File: config.mk
export PLATFORM = sky130hd
export DESIGN_NAME = prga_decrypt
export DESIGN_NICKNAME = d
export VERILOG_FILES = /design/src/rtl/prga_decrypt.sv
export SDC_FILE = /design/constraint.sdc
export NUM_CORES = 1
export LEC_CHECK = 0
export ABC_AREA = 1
export ABC_CLOCK_PERIOD_IN_PS = 3300
export CORE_ASPECT_RATIO = 1.25
export CORE_MARGIN = 5
export CORE_UTILIZATION = 50
export DETAILED_ROUTE_END_ITERATION = 10
export GPL_ROUTABILITY_DRIVEN = 0
export PLACE_DENSITY_LB_ADDON = 0.08
export SYNTH_ARGS = -nofsm -noshare
export SYNTH_HDL_FRONTEND = slang
export SYNTH_SLANG_ARGS = --single-unit
File: constraint.sdc
create_clock -name clk -period 3.3 [get_ports clk]
set_clock_uncertainty 0.2 [all_clocks]
set_input_delay 0.66 -clock clk [delete_from_list [all_inputs] [get_ports clk]]
set_output_delay 0.66 -clock clk [all_outputs]
set_load 0.005 [all_outputs]
File: src/rtl/prga_decrypt.sv
// RC4 pseudo-random generation + decrypt engine: walks S with the i/j swap
// sequence and writes keystream ^ ROM byte into the decrypted RAM.
// Optional printable-ASCII abort is enabled by defining PRGA_ASCII_CHECK_EN.
module prga_decrypt #(
  parameter int MSG_LEN = 32
) (
  input  logic       clk,
  input  logic       reset_n,
  input  logic       start,
  input  logic [7:0] s_rddata,
  output logic [7:0] s_addr,
  output logic [7:0] s_wrdata,
  output logic       s_wren,
  output logic [7:0] rom_addr,
  input  logic [7:0] rom_rddata,
  output logic [7:0] dec_addr,
  output logic [7:0] dec_wrdata,
  output logic       dec_wren,
  output logic       done,
  output logic       msg_bad
);

  localparam logic [3:0] IDLE    = 4'd0;
  localparam logic [3:0] READ_I  = 4'd1;
  localparam logic [3:0] LATCH_I = 4'd2;
  localparam logic [3:0] READ_J  = 4'd3;
  localparam logic [3:0] LATCH_J = 4'd4;
  localparam logic [3:0] WRITE_I = 4'd5;
  localparam logic [3:0] WRITE_J = 4'd6;
  localparam logic [3:0] READ_F  = 4'd7;
  localparam logic [3:0] LATCH_F = 4'd8;
  localparam logic [3:0] WRITE_D = 4'd9;
  localparam logic [3:0] DONE    = 4'd10;

  localparam logic [7:0] LAST_K = 8'(MSG_LEN - 1);

  logic [3:0] state_q, state_d;
  logic [7:0] i_q, i_d;
  logic [7:0] j_q, j_d;
  logic [7:0] k_q, k_d;
  logic [7:0] si_q, si_d;
  logic [7:0] sj_q, sj_d;
  logic [7:0] f_q, f_d;
  logic [7:0] enc_q, enc_d;
  logic       done_q, done_d;
  logic       msg_bad_q, msg_bad_d;

  logic [7:0] s_addr_q, s_addr_d;
  logic [7:0] s_wrdata_q, s_wrdata_d;
  logic       s_wren_q, s_wren_d;
  logic [7:0] rom_addr_q, rom_addr_d;
  logic [7:0] dec_addr_q, dec_addr_d;
  logic [7:0] dec_wrdata_q, dec_wrdata_d;
  logic       dec_wren_q, dec_wren_d;

  logic [7:0] dec_byte;
  logic       bad_byte;

  assign dec_byte = f_q ^ enc_q;

`ifdef PRGA_ASCII_CHECK_EN
  logic ascii_ok;
  assign ascii_ok = ((dec_byte >= 8'h61) && (dec_byte <= 8'h7A)) || (dec_byte == 8'h20);
  assign bad_byte = ~ascii_ok;
`else
  assign bad_byte = 1'b0;
`endif

  always_comb begin
    // NOTE: every signal gets a default first so no path leaves it unassigned (no latches).
    state_d      = state_q;
    i_d          = i_q;
    j_d          = j_q;
    k_d          = k_q;
    si_d         = si_q;
    sj_d         = sj_q;
    f_d          = f_q;
    enc_d        = enc_q;
    done_d       = done_q;
    msg_bad_d    = msg_bad_q;
    s_addr_d     = s_addr_q;
    s_wrdata_d   = s_wrdata_q;
    s_wren_d     = 1'b0;
    rom_addr_d   = rom_addr_q;
    dec_addr_d   = dec_addr_q;
    dec_wrdata_d = dec_wrdata_q;
    dec_wren_d   = 1'b0;

    case (state_q)
      IDLE, DONE: begin
        if (start) begin
          i_d       = 8'd1;
          j_d       = 8'd0;
          k_d       = 8'd0;
          done_d    = 1'b0;
          msg_bad_d = 1'b0;
          state_d   = READ_I;
        end
      end
      READ_I:  state_d = LATCH_I;
      LATCH_I: begin
        si_d    = s_rddata;
        j_d     = j_q + s_rddata;
        state_d = READ_J;
      end
      READ_J:  state_d = LATCH_J;
      LATCH_J: begin
        sj_d    = s_rddata;
        state_d = WRITE_I;
      end
      WRITE_I: state_d = WRITE_J;
      WRITE_J: state_d = READ_F;
      READ_F:  state_d = LATCH_F;
      LATCH_F: begin
        f_d     = s_rddata;
        enc_d   = rom_rddata;
        state_d = WRITE_D;
      end
      WRITE_D: begin
        msg_bad_d = msg_bad_q | bad_byte;
        if ((k_q == LAST_K) || bad_byte) begin
          done_d  = 1'b1;
          state_d = DONE;
        end else begin
          k_d     = k_q + 8'd1;
          i_d     = i_q + 8'd1;
          state_d = READ_I;
        end
      end
      default: state_d = IDLE;
    endcase

    // Memory-port outputs are registered: decode them from the state being entered.
    case (state_d)
      READ_I: s_addr_d = i_d;
      READ_J: s_addr_d = j_d;
      WRITE_I: begin
        s_addr_d   = i_d;
        s_wrdata_d = sj_d;
        s_wren_d   = 1'b1;
      end
      WRITE_J: begin
        s_addr_d   = j_d;
        s_wrdata_d = si_d;
        s_wren_d   = 1'b1;
      end
      READ_F: begin
        s_addr_d   = si_d + sj_d;
        rom_addr_d = k_d;
      end
      WRITE_D: begin
        dec_addr_d   = k_d;
        dec_wrdata_d = f_d ^ enc_d;
        dec_wren_d   = 1'b1;
      end
      default: ;
    endcase
  end

  // NOTE: sequential state uses non-blocking assignments so all flops update together.
  always_ff @(posedge clk or negedge reset_n) begin
    if (!reset_n) begin
      state_q      <= IDLE;
      i_q          <= 8'd0;
      j_q          <= 8'd0;
      k_q          <= 8'd0;
      si_q         <= 8'd0;
      sj_q         <= 8'd0;
      f_q          <= 8'd0;
      enc_q        <= 8'd0;
      done_q       <= 1'b0;
      msg_bad_q    <= 1'b0;
      s_addr_q     <= 8'd0;
      s_wrdata_q   <= 8'd0;
      s_wren_q     <= 1'b0;
      rom_addr_q   <= 8'd0;
      dec_addr_q   <= 8'd0;
      dec_wrdata_q <= 8'd0;
      dec_wren_q   <= 1'b0;
    end else begin
      state_q      <= state_d;
      i_q          <= i_d;
      j_q          <= j_d;
      k_q          <= k_d;
      si_q         <= si_d;
      sj_q         <= sj_d;
      f_q          <= f_d;
      enc_q        <= enc_d;
      done_q       <= done_d;
      msg_bad_q    <= msg_bad_d;
      s_addr_q     <= s_addr_d;
      s_wrdata_q   <= s_wrdata_d;
      s_wren_q     <= s_wren_d;
      rom_addr_q   <= rom_addr_d;
      dec_addr_q   <= dec_addr_d;
      dec_wrdata_q <= dec_wrdata_d;
      dec_wren_q   <= dec_wren_d;
    end
  end

  assign s_addr     = s_addr_q;
  assign s_wrdata   = s_wrdata_q;
  assign s_wren     = s_wren_q;
  assign rom_addr   = rom_addr_q;
  assign dec_addr   = dec_addr_q;
  assign dec_wrdata = dec_wrdata_q;
  assign dec_wren   = dec_wren_q;
  assign done       = done_q;
  assign msg_bad    = msg_bad_q;

endmodule

# After elaboration in Yosys (flattened, before gate mapping)
# Index checks and enable logic that the tools add are counted.
# word_totals
ff_bits,103
latchBits,0
ram_bits,0
romBits,0
input_bits,19
out_inout_bits,44
elab_cells,71
mem_count,0
# op_classes
n_addsub,4
mul,0
div_mod_pow,0
magnitude_cmp,0
eq_ne,19
n_shift,0
muxes,22
bitwise_logic,1
reduce_logical,9
# op_table
op,n
$mux W8,9
$pmux W8 S2,4
$pmux W4 S10,1
$eq A4 B3 Y1 const B,7
$pmux W8 S3,1
$add A8 B1 Y8 const B,2
$add A8 B8 Y8,2
$eq A4 B4 Y1 const B,4
$eq A4 B2 Y1 const B,3
$eq A4 B1 Y1 const B,2
$eq A8 B5 Y1 const B,1
$mux W4,2
$reduce_or A2 Y1,4
$xor A8 B8 Y8,1
$logic_not A4 Y1,1
$mux W1,4
$ne A2 B2 Y1 const B,2
$reduce_bool A2 Y1,2
$reduce_and A3 Y1,1
$reduce_bool A3 Y1,1
$pmux W1 S2,1

# Logic depth before layout (Yosys ltp)
# Gate-level depths: netlist of run 1.
# logic_depth
ltp_word,6
depth_mapped,19
depth_no_buf,17

# Worst setup path after synthesis of run 1
# No wires, ideal clock.
# synth_path
path_type,register to register
startpoint,reg state_q[1]
endpoint,reg s_addr_q[4] (netlist: s_addr[4])
arrival_time_ns,2.390
t_required_ns,2.983
setup_slack_ns,0.592
stages_incl_launch_ff,18
path_buffers,2
synth_period_minus_slack_ns,2.708
cell_sequence,dfrtp_1 > inv_2 > nor2_2 > nand2_1 > buf_2 > buf_2 > nand2_1 > o21ai_0 > ha_1 > fa_1 > nand3_1 > nand2_1 > xnor2_1 > nor2_1 > nor2_1 > nand3_1 > o21ai_1 > inv_1
# synth_between
word_cells_on_any_way,28
# synth_rtl
element,line,source
"start, declared",37,"logic [3:0] state_q, state_d;"
"start signal, assigned",181,state_q <= state_d;
$eq A4 B2 Y1,89,case (state_q)
$mux W8,89,
via si_d[0],41,"logic [7:0] si_q, si_d;"
$add A8 B8 Y8,148,s_addr_d = si_d + sj_d;
$pmux W8 S3,134,case (state_d)
"end signal, assigned",191,s_addr_q <= s_addr_d;
"end, declared",48,"logic [7:0] s_addr_q, s_addr_d;"
# The timed path passes the listed nets, and every way through them passes these cells.
# A chain may end at the register's enable or synchronous reset.

# Worst setup path in the final report of run 1
# layout_path
startpoint,reg state_q[1]
endpoint,reg s_addr_q[7] (netlist: s_addr[7])
# Same word-level chain as after synthesis.

==> results.py, run 1 <==
metrics = {
    "sta": {
        "finalCritPeriodShare_pct": 92.3,
        "holdWs_ns": 0.129,
        "clock.fmax_mhz": 328,
        "slew_headroom_pct": 50.3,
        "setup_violations": 0,
        "worst_slew_pin_slew_ns": 0.743,
        "min_period_ns": 3.04,
        "tns_ns": 0,
        "slew_violations": 0,
        "rsz0062_at_grt": "no",
        "report.final.hold_viol_count": 0,
    },
    "pwr": {
        "internal_power_uw": 3790,
        "pwr-share-comb_pct": 50.0,
        "powerDensity_nw_per_um2": 1020,
        "pwr-share-clk_pct": 17.5,
        "seq_power_share_pct": 32.5,
        "switching_power_uw": 2560,
        "p_sw_share_pct": 40.3,
        "power_leakage_uw": 0.00311,
        "ir_drop_v": 0.000546,
    },
    "setup_path": {
        "crit_arrival_ns": 3.08,
        "cp_slowest_cell": "dfrtp_1",
        "worstPathCellList": "inv_2, nor2_2, nand2_1, buf_4, o21ai_0, ha_1, a21oi_1, o21ai_0, a21oi_1, nand3_1, nand3_1, nand3_1, nand2_1, inv_1",
        "critPathMaxFanout": 13,
        "crit_path_max_incr_delay_ns": 0.46,
        "cp-end-kind": "flop",
        "r2r_cells": 14,
        "start_kind": "flop",
        "cpMostUsedCell": "nand3_1",
        "path_class": "reg -> reg",
        "worstPathRequired_ns": 3.34,
    },
    "floorplan": {
        "die_x_um": 101,
        "rows": 41,
        "die_area_sq_um": 12500,
        "die_h_um": 124,
        "ios": 63,
        "start_util_pct": 51.4,
        "core_sq_um": 10100,
    },
    "synth": {
        "synth-xor-area-share_pct": 2.70,
        "syn-num-nets": 657,
        "synth-seq-cells": 103,
        "ys_warn_count": 0,
        "avgSynthCellArea_sq_um": 8.37,
        "synth_area_sq_um": 5190,
        "synth_top_family_by_area": "simple AND/OR/NAND/NOR gates",
        "synth.distinct_cells": 43,
        "muxShareOfSynthArea_pct": 0,
        "synthAdderAreaFrac_pct": 4.63,
        "synth-seq-area-share_pct": 49.7,
        "synth-compound-area-share_pct": 10.6,
        "syn_inst": 620,
        "synth_simple_gate_area_share_pct": 26.5,
    },
    "detailed_routing": {
        "ant_nets": 0,
        "vias": 4332,
        "via_per_inst": 5.30,
        "firstDrtPassIters": 5,
        "drc_errors": 0,
        "post_drt_wl_per_cell_um": 15.5,
        "drt_iter0_markers": 176,
        "drt_wl_total_mm": 12.7,
    },
    "clock_network": {
        "h-tree-depth": 3,
        "clockBufferDepth": 2,
        "clk_latency_ns": 0.35,
        "cts_root_buf": "clkbuf_16",
        "numCtsBuffers": 9,
        "clock-sinks": 103,
        "cts_tree": "yes",
        "clk_pin_slew_ns": 0.07,
    },
    "finish": {
        "synthToLayoutAreaGrowth_pct": 20.5,
        "fin_nets": 721,
        "layout-drive-gt1-share_pct": 7.84,
        "antenna_cells": 0,
    },
    "global_routing": {
        "grt_pass1_vias": 4327,
        "use_met1_pct": 29.4,
        "grt_use_met2_pct": 35.3,
        "busiest_layer": "met2",
        "grtUsageTotal_pct": 21.7,
        "grt_overflow": 0,
        "grt_max_degree": 55,
        "globalRouteMet3Util_pct": 2.97,
        "antenna_found_initial": 0,
        "grt_first_pass_wirelength_mm": 21.4,
    },
    "placed_design": {
        "io_buffer_count": 61,
        "dpl.hpwl_mm": 9.39,
    },
    "status": {
        "status": "finished, final reports clean",
    },
    "hold_path": {
        "hold_class": "in -> async",
    },
    "run": {
        "maxCapViolations": 0,
    },
}
kinds of logic (layout without fill, tap and decap cells):
kind of cell / Yosys count / in the layout
other: 1 / 1
and+or+nand+nor: 312 / 312
buffers and inverters: 75 / 144
AOI/OAI and AO/OA: 95 / 95
DFF: 103 / 103
xor gates and xnor gates: 16 / 16
adders and majority gates: 18 / 18
synth_stat cells (all sizes together):
library cell / instances / area (sq um)
nand2: 213 / 815
dfrtp: 103 / 2580
inv: 61 / 231
o21ai: 61 / 332
nand3: 47 / 255
nor2: 30 / 145
a21oi: 16 / 80.1
ha: 16 / 200
xnor2: 10 / 87.6
buf: 9 / 52.6
o211ai: 9 / 67.6
nand4: 7 / 58.8
xor2: 6 / 52.6
or2: 5 / 31.3
clkbuf: 4 / 15.0
and2: 3 / 18.8
nand3b: 3 / 22.5
nor3: 3 / 15.0
a22oi: 2 / 15.0
fa: 2 / 40.0
o21bai: 2 / 15.0
o22ai: 2 / 18.8
a21boi: 1 / 7.51
a21o: 1 / 7.51
clkinv: 1 / 3.75
conb: 1 / 3.75
nor2b: 1 / 13.8
o2111ai: 1 / 8.76
per-layer routing:
layer,share of wire (%),vias up
met3,4.0,16
met1,45,2079
met2,49,99
li1,-,2138
met5,0,-
met4,2.0,0
layout by cell type, fill, tap and decap left out, types with 10 or more instances in the layout:
cell,n
nand2_1,209
dfrtp_1,103
clkdlybuf4s50_1,60
inv_1,54
nand3_1,43
o21ai_0,37
nor2_1,23
o21ai_1,19
a21oi_1,16
ha_1,16
xnor2_1,10
path summary, 6_finish.rpt:
check                                      from                   endpoint  slack (ns)
hold reg to reg                done$_DFFE_PN0P_           done$_DFFE_PN0P_        0.28
hold / removal                          reset_n  dec_wrdata[4]$_DFFE_PN0P_        0.13
min in group clk               done$_DFFE_PN0P_           done$_DFFE_PN0P_        0.28
setup reg to reg           state_q[1]$_DFF_PN0_      s_addr[7]$_DFFE_PN0P_        0.26
setup / recovery           state_q[1]$_DFF_PN0_      s_addr[7]$_DFFE_PN0P_        0.26
max in group asynchronous               reset_n          si_q[7]$_DFF_PN0_        2.04
timing repair:
item                       4_1_cts  5_1_grt
resized for setup                0        2
hold buffers                     0        0
buffers inserted                 0        0
setup endpoints to repair        0        1
through the flow:
| step | utilization, % | total power, uW | cells | worst slack, ns | instance area (sq um) |
|---|---|---|---|---|---|
| floorplan | - | 4080 | 620 | 0.592 | 5190 |
| global placement | 58.8 | 5170 | 802 | 0.116 | 5940 |
| detailed placement | 58.8 | 5260 | 802 | 0.0694 | 5940 |
| CTS | 61.9 | 6390 | 818 | 0.219 | 6260 |
| global route | 61.9 | 6900 | 818 | 0.000938 | 6260 |
| finish | 61.9 | 6350 | 818 | 0.256 | 6260 |
power groups by stage:
stage	Combinational [uW]	Clock (uW)	Sequential (uW)
6_report	3170	1110	2060
3_5_place_dp	3170	0	2080
3_3_place_gp	3110	0	2060
2_1_floorplan	2030	0	2050
4_1_cts	3190	1140	2070
5_1_grt	3580	1190	2130
cell type report:
cell class,count,area [sq um]
tap,129,161
fill,887,3850
timing repair buffer,66,658
sequential,103,2580
inverter,62,235
multi-input combinational,442,2310
clock inverter,5,61.3
clock buffer,11,253
critical path, delay by kind of cell (launching register included):
kind	cells	cell delay [ns]
and+or+nand+nor	6	0.77
AOI/OAI and AO/OA	4	0.76
DFF	1	0.46
buffers and inverters	3	0.41
adders and majority gates	1	0.34
(Power assumes the default switching activity.)
==> inputs of run 2 (changes only) <==
- CORE_ASPECT_RATIO: 1.25 -> 0.6
==> run 2 against run 1 <==
Effect of this change:
- non-clock buffer count unchanged
- combinational power about the same
- via count up 2.2%
- highest routed layer unchanged
==> results.py, run 2 (synthesized netlist as in run 1, its figures left out) <==
metrics = {
    "detailed_routing": {
        "drc_errors": 0,
        "drt_wl_total_mm": 12.9,
        "drt_iter0_markers": 304,
        "firstDrtPassIters": 5,
        "via_per_inst": 5.37,
        "ant_nets": 0,
        "post_drt_wl_per_cell_um": 15.7,
        "vias": 4426,
    },
    "setup_path": {
        "cp-end-kind": "flop",
        "cpMostUsedCell": "nand2_1",
        "critPathMaxFanout": 14,
        "worstPathRequired_ns": 3.34,
        "start_kind": "flop",
        "critPathLaunch": "state_q[0]$_DFF_PN0_",
        "crit_arrival_ns": 3.10,
        "worstPathCellList": "nor2_1, nand3_2, buf_4, nand2_1, o21ai_0, ha_1, nand2_1, inv_1, o21ai_0, nand4_1, nand2_1, nor2_1, nor2_1, nand3_1, nand2_1, inv_1",
        "crit_path_max_incr_delay_ns": 0.43,
        "path_class": "reg -> reg",
        "r2r-start": "state_q[0]$_DFF_PN0_",
        "cp_slowest_cell": "dfrtp_1",
    },
    "finish": {
        "antenna_cells": 0,
        "fin_nets": 721,
        "synthToLayoutAreaGrowth_pct": 20.8,
        "layout-drive-gt1-share_pct": 7.98,
        "fin_cells": 824,
        "final_common_cell": "nand2_1",
        "final_cell_mix": "nand2_1 (208), dfrtp_1 (103), clkdlybuf4s50_1 (60), inv_1 (54), nand3_1 (43)",
    },
    "floorplan": {
        "die_area_sq_um": 12600,
        "core_sq_um": 9980,
        "start_util_pct": 52.0,
        "ios": 63,
        "die_h_um": 88.9,
        "rows": 28,
        "die_x_um": 142,
    },
    "sta": {
        "report.final.hold_viol_count": 0,
        "slew_headroom_pct": 41.1,
        "slew_violations": 0,
        "min_period_ns": 3.06,
        "rsz0062_at_grt": "no",
        "worst_slew_pin_slew_ns": 0.880,
        "tns_ns": 0,
        "finalCritPeriodShare_pct": 92.6,
        "setup_violations": 0,
        "clock.fmax_mhz": 327,
    },
    "global_routing": {
        "globalRouteMet3Util_pct": 5.72,
        "busiest_layer": "met1",
        "antenna_found_initial": 0,
        "grt_max_degree": 54,
        "grtUsageTotal_pct": 21.9,
        "grt_use_met2_pct": 31.6,
        "grt_overflow": 0,
        "grt_pass1_vias": 4253,
        "grt_first_pass_wirelength_mm": 21.6,
        "use_met1_pct": 32.9,
    },
    "hold_path": {
        "hold_class": "in -> async",
    },
    "pwr": {
        "p_sw_share_pct": 40.9,
        "ir_drop_v": 0.000498,
        "power.total_uw": 6370,
        "internal_power_uw": 3760,
        "seq_power_share_pct": 32.5,
        "power_leakage_uw": 0.00311,
        "powerDensity_nw_per_um2": 1020,
        "pwr-share-clk_pct": 17.5,
        "switching_power_uw": 2610,
        "pwr-share-comb_pct": 50.1,
    },
    "run": {
        "maxCapViolations": 0,
    },
    "clock_network": {
        "numCtsBuffers": 9,
        "h-tree-depth": 3,
        "cts_setup_buffers": 0,
        "cts_tree": "yes",
        "clockBufferDepth": 2,
        "clk_pin_slew_ns": 0.07,
        "clock-sinks": 103,
        "cts_root_buf": "clkbuf_16",
        "clk_latency_ns": 0.35,
    },
    "placed_design": {
        "dpl.hpwl_mm": 9.59,
        "io_buffer_count": 61,
        "place_inst": 808,
    },
    "status": {
        "status": "finished, final reports clean",
    },
}
## run 2: changes by cell type in the layout (fill, tap and decap cells not counted), sizes merged
cell and change:
clkbuf -1, clkinv +1
## run 2: what timing repair did
| action | 4_1_cts | 5_1_grt |
|---|---|---|
| endpoints found under the setup margin | 0 | 3 |
| gates resized for setup | 0 | 1 |
| hold buffers | 0 | 0 |
## run 2: routing by layer
| metal | wire length, um | part of all wire, % |
|---|---|---|
| met5 | 0 | 0 |
| met4 | 117 | 0.90 |
| met3 | 1030 | 8.0 |
| met2 | 5390 | 42 |
| met1 | 6400 | 49 |
## run 2: critical path, delay by kind of cell (launching register included)
family / cells / cell delay, ns
buffers and inverters: 3 / 0.39
and+or+nand+nor: 10 / 1.16
adders and majority gates: 1 / 0.41
DFF: 1 / 0.43
AOI/OAI and AO/OA: 2 / 0.37
## run 2: power by group through the flow
stage	sequential [uW]	clock, uW	combinational (uW)
floorplan	2050	0	2030
global placement	2060	0	3090
detailed placement	2080	0	3160
CTS	2070	1140	3180
global route	2130	1200	3580
finish	2070	1110	3190
## run 2: final cells by class
| type | instances | area [sq um] |
|---|---|---|
| clock buffers | 10 | 239 |
| inverters | 62 | 235 |
| fillers | 852 | 3720 |
| repair buffers | 66 | 658 |
| clock inverters | 6 | 76.3 |
| well taps | 135 | 169 |
| flip-flops and latches | 103 | 2580 |
| multi-input cells | 442 | 2310 |
## run 2: per-stage QoR
stage | util, % | setup WS, ns | hold WS, ns | instance area, sq um
final | 62.8 | 0.243 | 0.0721 | 6270
after global routing | 62.8 | 0.0342 | 0.111 | 6270
after CTS | 62.8 | 0.263 | 0.0863 | 6270
after detailed placement | 59.6 | 0.0444 | 0.259 | 5950
after global placement | 59.6 | 0.141 | 0.259 | 5950
after floorplan | - | 0.592 | 0.164 | 5190
## run 2: path summary, 6_finish.rpt
check	to	slack, ns	cells after the start
min in group clk	done$_DFFE_PN0P_	0.28	2
min	j_q[2]$_DFF_PN0_	0.07	1
min reg2reg	done$_DFFE_PN0P_	0.28	2
max reg2reg	s_addr[6]$_DFFE_PN0P_	0.24	16
max in group asynchronous	rom_addr[0]$_DFFE_PN0P_	2.17	2
max	s_addr[6]$_DFFE_PN0P_	0.24	16
==> inputs of run 3 (changes only) <==
- SKIP_CTS_REPAIR_TIMING: not set -> 1
==> results of run 3 <==
Final layout, timing and power as in run 2 (identical DEF).
